--- src/rtl/conv_pkg.sv ---
// Shared definitions for the 5x5 convolution timing controller: lock FSM
// encoding, default geometry widths and the filter datapath latency.
package conv_pkg;

   localparam int AW_DEF         = 12;
   localparam int LW_DEF         = 11;
   localparam int LOCK_LINES_DEF = 4;

   // Pixel-clock latency from rx_* to tx_* through the filter datapath; the
   // integrator delays bypass by this amount to keep it aligned with video.
   localparam int DP_DELAY = 27;

   typedef enum logic [1:0] {
      UNLOCK = 2'd0,
      TRACK  = 2'd1,
      LOCK   = 2'd2
   } lock_state_t;

endpackage

--- src/rtl/sync_edge_det.sv ---
// Registered rising-edge detector: pulse is high for one cycle, one cycle
// after the input is first seen high.
module sync_edge_det (
   input  logic clk,
   input  logic rst,
   input  logic din,
   output logic rise
);

   logic din_prev;

   // NOTE: non-blocking assignments let rise see the old din_prev value,
   // which is exactly what makes this an edge detector.
   always_ff @(posedge clk) begin
      if (rst) begin
         din_prev <= 1'b0;
         rise     <= 1'b0;
      end else begin
         din_prev <= din;
         rise     <= din & ~din_prev;
      end
   end

endmodule

--- src/rtl/conv_timing_ctrl.sv ---
// Line/frame timing measurement, line-buffer address generation and lock
// tracking for the convolution pipeline. Optional statistics: CONV_CTRL_STATS_EN.
module conv_timing_ctrl
   import conv_pkg::*;
#(
   parameter int AW         = AW_DEF,
   parameter int LOCK_LINES = LOCK_LINES_DEF,
   parameter int LW         = LW_DEF
) (
   input  logic          clk,
   input  logic          rst,
   input  logic          rx_hs,
   input  logic          rx_vs,
   input  logic [7:0]    sw,
   output logic [AW-1:0] addr,
   output logic [AW-1:0] line_len,
   output logic [LW-1:0] frame_lines,
   output logic [7:0]    kern_sel,
   output logic          locked,
   output logic          bypass
`ifdef CONV_CTRL_STATS_EN
   ,
   output logic [15:0]   unlock_cnt,
   output logic [15:0]   frame_cnt
`endif
);

   localparam int             MW         = $clog2(LOCK_LINES + 1);
   localparam logic [AW-1:0]  WIDTH_MAX  = '1;
   // LOCK_LINES is expected to be at least 2: one candidate plus matches.
   localparam logic [MW-1:0]  MATCH_LAST = MW'(LOCK_LINES - 2);

   logic          hs_edge;
   logic          vs_edge;
   logic [AW-1:0] width_cnt;
   logic [AW-1:0] cand;
   logic [MW-1:0] match_cnt;
   logic [LW-1:0] line_cnt;
   lock_state_t   state;
   logic          timeout;
   logic          width_match;
   logic          lock_drop;

   sync_edge_det u_hs_edge (
      .clk  (clk),
      .rst  (rst),
      .din  (rx_hs),
      .rise (hs_edge)
   );

   sync_edge_det u_vs_edge (
      .clk  (clk),
      .rst  (rst),
      .din  (rx_vs),
      .rise (vs_edge)
   );

   assign timeout     = (width_cnt == WIDTH_MAX);
   assign width_match = (width_cnt == cand);
   assign lock_drop   = (state == LOCK) && (timeout || (hs_edge && !width_match));

   // Line period measurement; the counter parks at its maximum when hs is lost.
   always_ff @(posedge clk) begin
      if (rst) begin
         width_cnt <= '0;
         line_len  <= '0;
      end else if (hs_edge) begin
         width_cnt <= '0;
         line_len  <= width_cnt;
      end else if (!timeout) begin
         width_cnt <= width_cnt + AW'(1);
      end
   end

   // Free-running line-buffer address; >= keeps it bounded when line_len shrinks.
   always_ff @(posedge clk) begin
      if (rst) begin
         addr <= '0;
      end else if (addr >= line_len) begin
         addr <= '0;
      end else begin
         addr <= addr + AW'(1);
      end
   end

   always_ff @(posedge clk) begin
      if (rst) begin
         line_cnt    <= '0;
         frame_lines <= '0;
      end else if (vs_edge) begin
         frame_lines <= line_cnt;
         line_cnt    <= hs_edge ? LW'(1) : '0;
      end else if (hs_edge) begin
         line_cnt <= line_cnt + LW'(1);
      end
   end

   always_ff @(posedge clk) begin
      if (rst) begin
         state     <= UNLOCK;
         cand      <= '0;
         match_cnt <= '0;
         locked    <= 1'b0;
         bypass    <= 1'b1;
         kern_sel  <= '0;
      end else begin
         if (timeout) begin
            state  <= UNLOCK;
            locked <= 1'b0;
         end else if (hs_edge) begin
            unique case (state)
               UNLOCK: begin
                  cand      <= width_cnt;
                  match_cnt <= '0;
                  state     <= TRACK;
               end
               TRACK: begin
                  if (width_match) begin
                     match_cnt <= match_cnt + MW'(1);
                     if (match_cnt == MATCH_LAST) begin
                        state  <= LOCK;
                        locked <= 1'b1;
                     end
                  end else begin
                     cand      <= width_cnt;
                     match_cnt <= '0;
                  end
               end
               LOCK: begin
                  if (!width_match) begin
                     state  <= UNLOCK;
                     locked <= 1'b0;
                  end
               end
               default: begin
                  state  <= UNLOCK;
                  locked <= 1'b0;
               end
            endcase
         end

         // Filtering resumes only at a frame boundary after lock is regained.
         if (lock_drop) begin
            bypass <= 1'b1;
         end else if (vs_edge && locked) begin
            bypass <= 1'b0;
         end

         if (vs_edge && locked) begin
            kern_sel <= sw;
         end
      end
   end

`ifdef CONV_CTRL_STATS_EN
   always_ff @(posedge clk) begin
      if (rst) begin
         unlock_cnt <= '0;
         frame_cnt  <= '0;
      end else begin
         if (lock_drop && (unlock_cnt != 16'hFFFF)) begin
            unlock_cnt <= unlock_cnt + 16'd1;
         end
         if (vs_edge && locked) begin
            frame_cnt <= frame_cnt + 16'd1;
         end
      end
   end
`endif

endmodule

--- config.mk ---
export PLATFORM = sky130hd
export DESIGN_NAME = conv_timing_ctrl
export DESIGN_NICKNAME = d
export VERILOG_FILES = /design/src/rtl/conv_pkg.sv /design/src/rtl/sync_edge_det.sv /design/src/rtl/conv_timing_ctrl.sv
export SDC_FILE = /design/constraint.sdc
export NUM_CORES = 1
export LEC_CHECK = 0
export CAP_MARGIN = 10
export CORE_AREA = 2 2 117 147
export CTS_CLUSTER_DIAMETER = 60
export DETAILED_ROUTE_END_ITERATION = 10
export DIE_AREA = 0 0 119 149
export MAX_ROUTING_LAYER = met4
export PLACE_DENSITY = 0.51
export SLEW_MARGIN = 10
export SYNTH_ARGS = -nofsm -noshare
export SYNTH_HDL_FRONTEND = slang
export SYNTH_SLANG_ARGS = --single-unit
export TNS_END_PERCENT = 1
--- constraint.sdc ---
create_clock -name clk -period 2.8 [get_ports clk]
set_clock_uncertainty 0.2 [all_clocks]
set_input_delay 0.56 -clock clk [delete_from_list [all_inputs] [get_ports clk]]
set_output_delay 0.56 -clock clk [all_outputs]
set_load 0.03 [all_outputs]
==> flow_summary_export.csv, run 1 <==
group,metric,value,unit
status,status,"complete, no violations",
finish,layout_commonest_cell,"dfxtp_1",
logic_synthesis,yosysSeqAreaShare,0.443,
logic_synthesis,ys_ff_latch,89,
setup_path,crit_buf_inv,1,
detailed_routing,routed_wl,8900,um
logic_synthesis,synthFlopType,"dfxtp_1",
sta,drv_slew,0,
job,cap_violations,0,
finish,final_cell_count_no_fill,714,
cts,root_buffer,"clkbuf_16",
sta,period_share,0.871,
detailed_routing,drc,0,
detailed_routing,vias,3074,
setup_path,cp_slowest_cell,"clkdlybuf4s50_1",
setup_path,cp_top_family,"buffers and inverters",
logic_synthesis,synth-async-reset-ratio,0,
cts,clk-insertion-delay-late,0.34,ns
grt,grtUsageTotal,0.107,
setup_path,r2r_slack,0.45,ns
cts,cts_hold_buf,0,
sta,slew_headroom,0.455,
pwr,power,0.00273,W
setup_path,worstPathArrival,1.68,ns
detailed_routing,wire_per_inst,12.5,um
setup_path,r2r-start,"width_cnt[0]$_SDFFE_PP0N_",
pwr,p_leak,1.79,nW
finish,fillers,1754,
sta,finalHoldViolCount,0,
detailed_routing,vias_per_cell,4.31,
detailed_routing,drt_iter0_drc,109,
finish,utilization,0.311,
worst_hold_path,hold_path.class,"reg -> reg",
grt,first_global_vias,3012,
sta,tightest_slew,0.816,ns
floorplan,die_width,119,um
cts,cts_sinks,89,
floorplan,initial_utilization,0.243,
grt,grt_overflow_total,0,
floorplan,fp.dieH,149,um
sta,finalSetupViolCount,0,
placement,place.gp.congestion,0.766,
cts,cts_made_buffers,9,
placement,port_buffers,56,
floorplan,rows,53,
setup_path,cp_cell_sequence,"clkdlybuf4s50_1",
detailed_routing,firstDrtPassIters,4,
setup_path,cp_max_fo,12,
setup_path,max_stage_delay,0.76,ns
placement,dp_cells,698,
finish,layout_common_cells,"dfxtp_1, nor2_1, clkdlybuf4s50_1, mux2i_1, nand2_1",
logic_synthesis,yosys_warnings,0,
setup_path,cp.depth,1,
grt,grt_antenna_before_repair,0,
setup_path,worstSetupPathType,"reg -> out",
logic_synthesis,yosysTopAreaCellShare,0.443,
setup_path,crit_path_end,"locked",
logic_synthesis,synth_area_leader_cell,"dfxtp_1",
detailed_routing,ant_nets,0,
cts,cts.clk_slew.worst_paths,0.07,ns
logic_synthesis,synth_area,4020,um2
sta,fin_tns_setup,0,ns
grt,grt_max_degree,28,
cts,post_cts_resized,0,
logic_synthesis,ys_top_cells_by_area,"dfxtp_1, mux2i_1, nor2_1, ha_1, xnor2_1",
logic_synthesis,syn_inst,435,
finish,layout-drive-gt1-share,0.0668,
sta,rsz0062_at_grt,"false",
setup_path,rr_endpoint,"cand[6]$_SDFFE_PP0P_",
placement,post-dp-hpwl,6530,um
cts,cts_tree,"yes",
pwr,pwr_density_cell,532,nW/um2
finish,area_growth_syn_to_layout,27.9,%
sta,fin_crit,2.44,ns
sta,fmax,410,MHz
pwr,vdd_drop_max,0.000366,V
logic_synthesis,synth_edf_count,0,
finish,nNetsFinal,518,
setup_path,cp.required,2.04,ns
floorplan,coreArea,16500,um2
logic_synthesis,syn_area_per_cell,9.24,um2
logic_synthesis,syn_nets,464,
floorplan,io_pins,57,
setup_path,end_kind,"output port",
cts,cts_htree_levels,3,
finish,antenna_cells,0,
setup_path,startpoint,"locked$_SDFFE_PP0P_",
logic_synthesis,ys_types,43,
setup_path,ff2ff_path_depth,6,
floorplan,die_area,17700,um2
grt,grt_pass1_wl,14900,um
cts,cts_setup_buffers,0,
cts,cts.path.max_buffers,2,
setup_path,start_kind,"flip-flop",
==> area by class of cell <==
type | instances | area [um2] | share of cell area
multi-input combinational | 307 | 2080 | 0.404
sequential | 89 | 1780 | 0.347
timing repair buffer | 64 | 616 | 0.120
tap | 220 | 275 | 0.0536
clock buffer | 9 | 225 | 0.0438
clock inverter | 7 | 98.8 | 0.0192
inverter | 18 | 67.6 | 0.0131
==> per-stage QoR <==
step,instance area (um2),hold slack (ns),worst slack [ns]
3_3_place_gp,4820,0.172,0.522
5_1_grt,5140,0.214,0.215
2_1_floorplan,4020,0.167,0.427
3_5_place_dp,4820,0.175,0.465
6_report,5140,0.186,0.362
4_1_cts,5140,0.185,0.325
==> power by group <==
group / internal, W / switching (W) / leakage, nW
combinational: 0.0000593 / 0.0000654 / 0.919
sequential: 0.00128 / 0.0000188 / 0.719
clock: 0.000790 / 0.000523 / 0.157
total: 0.00213 / 0.000607 / 1.79
==> Yosys cell counts (10+ instances only) <==
master and n:
ha_1 17, xor2_1 14, inv_1 18, a21oi_1 17, xnor2_1 21, dfxtp_1 89, mux2i_1 38, nand2_1 27
nand4_1 12, nor2_1 59, clkbuf_1 13, nand3_1 19, nor2b_1 10, nand2b_1 23
==> worst reg2reg max path: stages, from the launching register on <==
cell     delay, ns
dfxtp_1       0.49
ha_1          0.25
nand4_1       0.21
o31ai_2       0.60
nor2_1        0.14
buf_4         0.22
mux2i_1       0.13
==> worst min path at each step <==
stage / slack, ns / endpoint / cells past startpoint / start
final: 0.19 / u_vs_edge.rise$_SDFF_PP0_ / 1 / u_vs_edge.din_prev$_SDFF_PP0_
after global routing: 0.21 / u_vs_edge.rise$_SDFF_PP0_ / 1 / u_vs_edge.din_prev$_SDFF_PP0_
after CTS: 0.18 / u_hs_edge.rise$_SDFF_PP0_ / 1 / u_hs_edge.din_prev$_SDFF_PP0_
after detailed placement: 0.18 / u_hs_edge.rise$_SDFF_PP0_ / 1 / u_hs_edge.din_prev$_SDFF_PP0_
after global placement: 0.17 / u_vs_edge.rise$_SDFF_PP0_ / 1 / u_vs_edge.din_prev$_SDFF_PP0_
after floorplan: 0.17 / u_hs_edge.rise$_SDFF_PP0_ / 1 / u_hs_edge.din_prev$_SDFF_PP0_
==> metal layers <==
| layer | global-route usage | up-vias | share of wire |
|---|---|---|---|
| met5 | - | - | 0 |
| met1 | 0.123 | 1450 | 0.46 |
| met3 | 0.0218 | 10 | 0.019 |
| li1 | - | 1583 | - |
| met4 | 0.0393 | 0 | 0.016 |
| met2 | 0.184 | 31 | 0.51 |
==> registers in the layout, indices dropped and copies added, names as in the netlist, 2 cells and up <==
| name | count |
|---|---|
| cand | 12 |
| state | 2 |
| line_cnt | 11 |
| match_cnt | 3 |
| kern_sel | 8 |
| addr | 12 |
| frame_lines | 11 |
| width_cnt | 12 |
| line_len | 12 |
==> logic make-up after synthesis <==
kind of cell | synth area share
AOI/OAI and AO/OA | 0.0616
adders and majority gates | 0.0529
DFF | 0.443
muxes | 0.0946
and+or+nand+nor | 0.223
xor gates and xnor gates | 0.0844
buffers and inverters | 0.0402
Note: power is estimated with default switching activity, not from simulation.
==> inputs of run 2 (changes only) <==
CORE_AREA = 2 2 130 132   (was 2 2 117 147)
DIE_AREA = 0 0 132 134   (was 0 0 119 149)
==> run 2 against run 1 <==
Net effect:
- clock power fell by 9.9%
- first-iteration DRC count rose by 8.3%
- register-to-register slack improved by 0.04 ns
- non-clock buffer count did not move
- global-route usage fell by 0.49 points
- setup slack improved by 0.026 ns
- flip-flop and latch count did not move
- maximum frequency rose by 1.1%
- power fell by 4.9%
- hold slack got worse by 0.0016 ns
- final cell count fell by 0.28%
- via count rose by 0.78%
- critical path type unchanged
- critical endpoint unchanged
==> flow_summary_export.csv, run 2 (synthesis results as in run 1) <==
group,metric,value,unit
pwr,p_leak,1.78,nW
setup_path,worstPathArrival,1.65,ns
pwr,pwr_density_cell,510,nW/um2
cts,cts.clk_slew.worst_paths,0.06,ns
finish,layout_commonest_cell,"dfxtp_1",
setup_path,r2r-start,"width_cnt[0]$_SDFFE_PP0N_",
finish,multi_input_area,2080,um2
placement,place.gp.congestion,0.771,
setup_path,worstSetupPathType,"reg -> out",
detailed_routing,firstDrtPassIters,4,
finish,fillers,1702,
floorplan,die_width,132,um
floorplan,coreArea,16300,um2
cts,cts_hold_buf,0,
pwr,p_sw,0.000561,W
finish,layout.area.seq,1780,um2
setup_path,cp_top_family,"buffers and inverters",
sta,fin_crit,2.41,ns
grt,grt_max_degree,27,
detailed_routing,ant_nets,0,
detailed_routing,wire_per_inst,12.3,um
job,cap_violations,0,
pwr,p_clk_frac,0.453,
pwr,vdd_drop_max,0.000213,V
setup_path,cp_slowest_cell,"clkdlybuf4s50_1",
detailed_routing,vias,3098,
cts,cts_sinks,89,
setup_path,cp.required,2.04,ns
finish,antenna_cells,0,
setup_path,max_stage_delay,0.75,ns
grt,grt_overflow_total,0,
detailed_routing,routed_wl,8740,um
cts,cts_setup_buffers,0,
status,status,"complete, no violations",
worst_hold_path,min_to,"u_vs_edge.rise$_SDFF_PP0_",
cts,cts_tree,"yes",
floorplan,rows,47,
setup_path,cp_max_fo,12,
setup_path,r2r_slack,0.49,ns
pwr,combPwrFrac,0.049,
setup_path,crit_buf_inv,1,
setup_path,ff2ff_path_depth,6,
sta,tightest_slew,0.504,ns
setup_path,cp_cell_sequence,"clkdlybuf4s50_1",
finish,layout-drive-gt1-share,0.0630,
sta,drv_slew,0,
worst_hold_path,hold_path.class,"reg -> reg",
setup_path,rr_endpoint,"width_cnt[3]$_SDFFE_PP0N_",
cts,cts_made_buffers,9,
sta,finalHoldViolCount,0,
finish,nNetsFinal,518,
detailed_routing,drc,0,
sta,finalSetupViolCount,0,
placement,place_ws,0.486,ns
worst_hold_path,min_from,"u_vs_edge.din_prev$_SDFF_PP0_",
placement,post-dp-hpwl,6350,um
cts,post_cts_resized,0,
sta,worst_slack,0.388,ns
floorplan,fp.dieH,134,um
setup_path,start_kind,"flip-flop",
floorplan,die_area,17700,um2
detailed_routing,drt_iter0_drc,118,
sta,fin_tns_setup,0,ns
pwr,p_int,0.00204,W
cts,cts.path.max_buffers,2,
grt,first_global_vias,2964,
cts,root_buffer,"clkbuf_16",
grt,grtUsageTotal,0.102,
grt,grt_pass1_wl,14400,um
finish,layout_common_cells,"dfxtp_1, nor2_1, clkdlybuf4s50_1, mux2i_1, nand2_1",
sta,rsz0062_at_grt,"false",
detailed_routing,vias_per_cell,4.35,
worst_hold_path,hold_depth,1,
sta,slew_headroom,0.664,
pwr,pwr-share-seq,0.497,
placement,port_buffers,56,
sta,fmax,415,MHz
cts,cts_htree_levels,3,
cts,clk-insertion-delay-late,0.33,ns
grt,grt_antenna_before_repair,0,
floorplan,initial_utilization,0.247,
sta,period_share,0.862,
floorplan,io_pins,57,
pwr,p_sw_frac,0.216,
setup_path,end_kind,"output port",
finish,area_growth_syn_to_layout,26.9,%
run 2: changes by cell type in the layout (fill, tap and decap cells not counted):
cell,change
bufinv_16,-1
clkbuf_8,+1
clkinv_2,+2
clkinvlp_4,-1
inv_6,-3
run 2: how the worst max path moves through the flow:
stage                                         start                        end  slack (ns)  cells after the start
after floorplan           line_len[10]$_SDFFE_PP0P_        addr[10]$_SDFF_PP0_        0.43                      7
after global placement    width_cnt[0]$_SDFFE_PP0N_  width_cnt[3]$_SDFFE_PP0N_        0.55                      6
after detailed placement  width_cnt[0]$_SDFFE_PP0N_  width_cnt[3]$_SDFFE_PP0N_        0.49                      6
after CTS                       locked$_SDFFE_PP0P_                     locked        0.37                      1
after global routing            locked$_SDFFE_PP0P_                     locked        0.29                      1
final                           locked$_SDFFE_PP0P_                     locked        0.39                      1
run 2: power groups by stage:
stage | Sequential (W) | Clock, W | Combinational [W]
after floorplan | 0.00132 | 0 | 0.0000890
after global placement | 0.00132 | 0 | 0.000128
after detailed placement | 0.00132 | 0 | 0.000130
after CTS | 0.00129 | 0.00121 | 0.000130
after global routing | 0.00129 | 0.00126 | 0.000140
final | 0.00129 | 0.00118 | 0.000129
run 2: area by class of cell:
cell class	instances	area share
clock buffers	10	0.0469
well taps	220	0.0540
multi-input cells	307	0.407
clock inverters	4	0.00883
repair buffers	64	0.121
inverters	18	0.0132
flip-flops and latches	89	0.349
run 2: per-stage QoR:
stage | cells | total power (W) | utilization | instance area (um2) | hold WS [ns]
6_report | 712 | 0.00260 | 0.313 | 5100 | 0.184
5_1_grt | 712 | 0.00269 | 0.313 | 5100 | 0.206
4_1_cts | 712 | 0.00263 | 0.313 | 5100 | 0.190
3_5_place_dp | 698 | 0.00145 | 0.296 | 4820 | 0.181
3_3_place_gp | 698 | 0.00145 | 0.296 | 4820 | 0.173
2_1_floorplan | 435 | 0.00141 | - | 4020 | 0.167
run 2: metal layers:
metal  GRT usage  vias to the layer above  wire length, um
li1            -                     1581                -
met1       0.124                     1458             4260
met2       0.164                       43             4130
met3      0.0185                       16              190
met4      0.0507                        0              159
met5           -                        -                0
